--- config.mk ---
export PLATFORM = sky130hd
export DESIGN_NAME = rv32_imm_encoder
export DESIGN_NICKNAME = d
export VERILOG_FILES = /design/src/rtl/rv32_imm_encoder.sv
export SDC_FILE = /design/constraint.sdc
export NUM_CORES = 1
export LEC_CHECK = 0
export ABC_CLOCK_PERIOD_IN_PS = 1700
export BUFFER_PORTS_ARGS = -buffer_cell sky130_fd_sc_hd__buf_2
export CORE_AREA = 2 2 80 67
export DETAILED_ROUTE_END_ITERATION = 10
export DIE_AREA = 0 0 82 69
export PLACE_DENSITY = 0.78
export SYNTH_ARGS = -nofsm -noshare
export SYNTH_HDL_FRONTEND = slang
export SYNTH_SLANG_ARGS = --single-unit
--- constraint.sdc ---
create_clock -name clk -period 1.7 [get_ports clk]
set_input_delay 0 -clock clk [delete_from_list [all_inputs] [get_ports clk]]
set_output_delay 0 -clock clk [all_outputs]
set_load 0.005 [all_outputs]
--- src/rtl/rv32_imm_encoder.sv ---
// rtl/rv32_imm_encoder.sv - RV32 I/S-type instruction encoder that fills IMEM at sequential addresses
//
// Optional build macro: RV32_IMM_ENC_BRANCH_EN (adds B-type BRANCH encoding).
//
// Ports:
//   clk, rst            clock, synchronous active-high reset
//   start               pulse: clear pointer/count/err and enter RUN
//   in_valid/in_ready   field bundle handshake
//   in_opcode, in_rd, in_rs1, in_rs2, in_funct3, in_imm   instruction fields
//   wr_en/wr_addr/wr_data   one-cycle IMEM write strobe, word address, encoded word
//   count               words written since start
//   full                DEPTH words written; held until start
//   err                 sticky: unsupported opcode received
module rv32_imm_encoder #(
    parameter int ADDR_W = 6
) (
    input  logic              clk,
    input  logic              rst,
    input  logic              start,
    input  logic              in_valid,
    output logic              in_ready,
    input  logic [6:0]        in_opcode,
    input  logic [4:0]        in_rd,
    input  logic [4:0]        in_rs1,
    input  logic [4:0]        in_rs2,
    input  logic [2:0]        in_funct3,
    input  logic [11:0]       in_imm,
    output logic              wr_en,
    output logic [ADDR_W-1:0] wr_addr,
    output logic [31:0]       wr_data,
    output logic [ADDR_W:0]   count,
    output logic              full,
    output logic              err
);

    localparam logic [6:0] OP_LOAD   = 7'b0000011;
    localparam logic [6:0] OP_IMM    = 7'b0010011;
    localparam logic [6:0] OP_STORE  = 7'b0100011;
`ifdef RV32_IMM_ENC_BRANCH_EN
    localparam logic [6:0] OP_BRANCH = 7'b1100011;
`endif

    localparam logic [ADDR_W:0]   DEPTH_CNT = {1'b1, {ADDR_W{1'b0}}};
    localparam logic [ADDR_W:0]   CNT_ONE   = 1;
    localparam logic [ADDR_W-1:0] PTR_ONE   = 1;

    typedef enum logic [1:0] {
        S_IDLE,
        S_RUN,
        S_FULL
    } state_t;

    state_t            state;
    state_t            state_next;
    logic [ADDR_W-1:0] ptr;
    logic              accept;
    logic              legal;
    logic              last_slot;
    logic [31:0]       enc;

    // Field packing; legal is low for any opcode this build does not encode.
    always_comb begin
        legal = 1'b0;
        enc   = '0;
        case (in_opcode)
            OP_LOAD, OP_IMM: begin
                legal = 1'b1;
                enc   = {in_imm, in_rs1, in_funct3, in_rd, in_opcode};
            end
            OP_STORE: begin
                legal = 1'b1;
                enc   = {in_imm[11:5], in_rs2, in_rs1, in_funct3, in_imm[4:0], in_opcode};
            end
`ifdef RV32_IMM_ENC_BRANCH_EN
            // in_imm carries offset[12:1]; scatter into the B-type slots.
            OP_BRANCH: begin
                legal = 1'b1;
                enc   = {in_imm[11], in_imm[9:4], in_rs2, in_rs1, in_funct3,
                         in_imm[3:0], in_imm[10], in_opcode};
            end
`endif
            default: begin
                legal = 1'b0;
            end
        endcase
    end

    assign accept    = in_valid & in_ready;
    assign last_slot = (count == (DEPTH_CNT - CNT_ONE));
    assign full      = (state == S_FULL);

    always_ff @(posedge clk) begin
        if (rst) begin
            state <= S_IDLE;
        end else begin
            state <= state_next;
        end
    end

    always_comb begin
        state_next = state;
        in_ready   = 1'b0;
        case (state)
            S_IDLE: begin
                if (start) state_next = S_RUN;
            end
            S_RUN: begin
                // A bundle offered alongside start is refused so it cannot
                // land in the stream that start is about to restart.
                in_ready = ~start;
                if (start) begin
                    state_next = S_RUN;
                end else if (accept && legal && last_slot) begin
                    state_next = S_FULL;
                end
            end
            S_FULL: begin
                if (start) state_next = S_RUN;
            end
            default: begin
                state_next = S_IDLE;
            end
        endcase
    end

    always_ff @(posedge clk) begin
        if (rst) begin
            wr_en   <= 1'b0;
            wr_addr <= '0;
            wr_data <= '0;
            count   <= '0;
            err     <= 1'b0;
            ptr     <= '0;
        end else begin
            wr_en <= 1'b0;
            if (start) begin
                ptr   <= '0;
                count <= '0;
                err   <= 1'b0;
            end else if (accept) begin
                if (legal) begin
                    wr_en   <= 1'b1;
                    wr_addr <= ptr;
                    wr_data <= enc;
                    ptr     <= ptr + PTR_ONE;   // wraps to 0 on the last slot
                    count   <= count + CNT_ONE;
                end else begin
                    err <= 1'b1;
                end
            end
        end
    end

endmodule

==> flow_metrics.tcl <==
set metrics [dict create \
    yosysUniqueCellTypes 35 \
    drc 0 \
    wirelength_mm 5.76 \
    ff2ff_setup_slack_ps 130 \
    grt_max_degree 36 \
    cp.arrival_ps 1860 \
    cts_buffers 5 \
    synth_ff_type "dfxtp_1" \
    dieArea_um2 5660 \
    top_layer_used "met4" \
    max_freq_mhz 617 \
    grtUsageTotal 0.206 \
    slew_headroom 0.534 \
    grt_pass1_wl_mm 9.09 \
    dp_hpwl_mm 3.80 \
    syn2layout_area_growth_pct 36.8 \
    crit_required_ps 1930 \
    wl_met2_mm 2.70 \
    grt_setup_unrepaired "false" \
    chipHeight_um 69 \
    hp-start "rst" \
    syn_area_per_cell_um2 8.39 \
    start_kind "primary input" \
    hp-class "in -> reg" \
    ys_async_sr_fraction 0 \
    ys_ff_latch 55 \
    mostFrequentLayoutCell "buf_2" \
    num_rows 23 \
    dieWidth_um 82 \
    worstPathCellList "dlygate4sd3_1 -> buf_2 -> and4bb_4 -> nand4_4 -> or4_1 -> a21oi_1" \
    fin_skew_ps 5.35 \
    endpoint_kind "register" \
    start_util 0.457 \
    place_congestion 0.801 \
    cp_top_family "simple AND/OR/NAND/NOR gates" \
    peakVddDrop_mv 0.467 \
    seqCellArea_um2 1100 \
    placed_cells 404 \
    min_period_ps 1620 \
    syn_inst 263 \
    insertion_delay_ps 310 \
    multi_input_area_um2 1010 \
    h-tree-depth 2 \
    cts_tree "yes" \
    dpl-instance-area_um2 2720 \
    max_stage_delay_ps 530 \
    drt_iter0_markers 131 \
    yosys_warnings 0 \
    critPathKind "in -> reg" \
    cap_violations 0 \
    crit-reg2reg-launch "state[1]" \
    synth_area_um2 2210 \
    setup_viol 0 \
    slowest_stage "dlygate4sd3_1" \
    status "finished, final reports clean" \
    ant_nets 0 \
    fin_area_um2 3020 \
    cts_resized 0 \
    ioPinCount 90 \
    yosysSeqAreaShare 0.499 \
    portBuffers 89 \
    cts_num_sinks 55 \
    vias 2168 \
    antenna_found_initial 0 \
    vias_per_cell 5.04 \
    path_clk_slew_ps 90 \
    hold_end "wr_data[5]" \
    drive_above_1_share 0.302 \
    tightest_slew_ps 698 \
    whs_path_depth 3 \
    diodes 0 \
    synth_fp_nets 306 \
    worstReg2RegEnd "ptr[3]" \
    nFillCells 430 \
    overflow 0 \
    min_period_over_period 0.953 \
    drt-pass1-iter-count 4 \
    core_um2 4830 \
    routedWlPerCell_um 13.4 \
    pwr_density_cell_nw_per_um2 779 \
    synth_edf_count 0 \
    leakage_nw 1.29 \
    r2r_cells 4 \
    nets 410 \
    hold_viol 0 \
    layout_common_cells "buf_2 (89), nand2_1 (63), dfxtp_1 (55), a21oi_1 (43), dlygate4sd3_1 (17)" \
    critPathBufInv 2 \
    cp_max_fo 8 \
    finalMaxSlewViolations 0 \
    setup_tns_ps 0 \
    met1Wirelength_mm 2.61 \
    wl_met3_um 332 \
    first_global_vias 1987 \
    cts-root-buf "clkbuf_8" \
    cts.path.max_buffers 2 \
    layout.cells.non_filler 430 \
]
-- where the power goes --
group	total [mW]	switching, mW	internal, mW
combinational	0.161	0.0740	0.0869
clock	0.899	0.422	0.477
sequential	1.29	0.00149	1.29
total	2.35	0.497	1.85
-- metrics by stage --
stage                      util  hold slack [ps]  power (mW)  setup WS (ps)
final                     0.624             44.9        2.35           79.3
after global placement    0.562              245        1.45            108
after CTS                 0.622             25.2        2.37           4.77
after detailed placement  0.562              250        1.45           59.5
after floorplan               -             40.3        1.38            273
after global routing      0.624             67.1        2.43           9.97
-- how the worst max path moves through the flow --
stage,from,end,slack [ps],cells past startpoint
4_1_cts,start,ptr[4],5,6
3_5_place_dp,state[1],ptr[4],60,4
3_3_place_gp,state[1],ptr[3],110,4
6_report,start,ptr[3],80,6
2_1_floorplan,state[1],state[0],270,5
5_1_grt,start,ptr[4],10,6
-- metal layers --
| layer | GRT usage | vias to the layer above |
|---|---|---|
| met3 | 0.0537 | 12 |
| met5 | 0 | - |
| li1 | - | 1125 |
| met4 | 0.0963 | 0 |
| met2 | 0.310 | 60 |
| met1 | 0.274 | 971 |
-- worst register-to-register path, stage by stage, from the launching register on --
cell	delay (ps)
dfxtp_1	340
and4bb_4	370
nand4_4	150
or4_1	500
a21oi_1	150
-- state kept, by name, summed over array words and instances, names as in the netlist --
register	count
ptr	6
err	1
count	7
wr_addr	6
wr_data	32
wr_en	1
state	2
-- cells in the mapped netlist (2+ instances only) --
| cell | instances | area share |
|---|---|---|
| nor2b_1 | 2 | 0.0057 |
| buf_2 | 4 | 0.0091 |
| nand3_1 | 13 | 0.029 |
| xnor2_1 | 2 | 0.0079 |
| and3_1 | 3 | 0.0085 |
| nand4_1 | 3 | 0.0085 |
| a21oi_1 | 43 | 0.098 |
| a22o_1 | 10 | 0.040 |
| o21ai_0 | 4 | 0.0091 |
| or4_1 | 4 | 0.014 |
| inv_1 | 7 | 0.012 |
| a31oi_1 | 2 | 0.0057 |
| nand2_1 | 63 | 0.11 |
| or3_1 | 4 | 0.011 |
| clkbuf_1 | 11 | 0.019 |
| dfxtp_1 | 55 | 0.50 |
| o31ai_1 | 4 | 0.014 |
| ha_1 | 2 | 0.011 |
| nor2_1 | 10 | 0.017 |
| and4_1 | 2 | 0.0079 |
-- cell families after synthesis --
| group | Yosys count | share of synthesized area |
|---|---|---|
| buf+inv | 25 | 0.0499 |
| compound gates | 68 | 0.187 |
| simple gates | 111 | 0.245 |
| fa+ha+maj | 2 | 0.0113 |
| xor+xnor | 2 | 0.00794 |
| flops | 55 | 0.499 |
-- layout make-up --
type | count | share of cell area
Clock buffer | 6 | 0.0274
Clock inverter | 2 | 0.0116
Inverter | 7 | 0.00870
Multi-Input combinational cell | 184 | 0.334
Sequential cell | 55 | 0.365
Tap cell | 62 | 0.0257
Timing Repair Buffer | 114 | 0.228
-- repair_timing --
action                                  CTS  global route
endpoints found under the setup margin    0             6
hold buffers                             17             0
hold endpoints to repair                 17             0
buffers inserted                          0             0
Note: power is estimated with default switching activity, not from simulation.
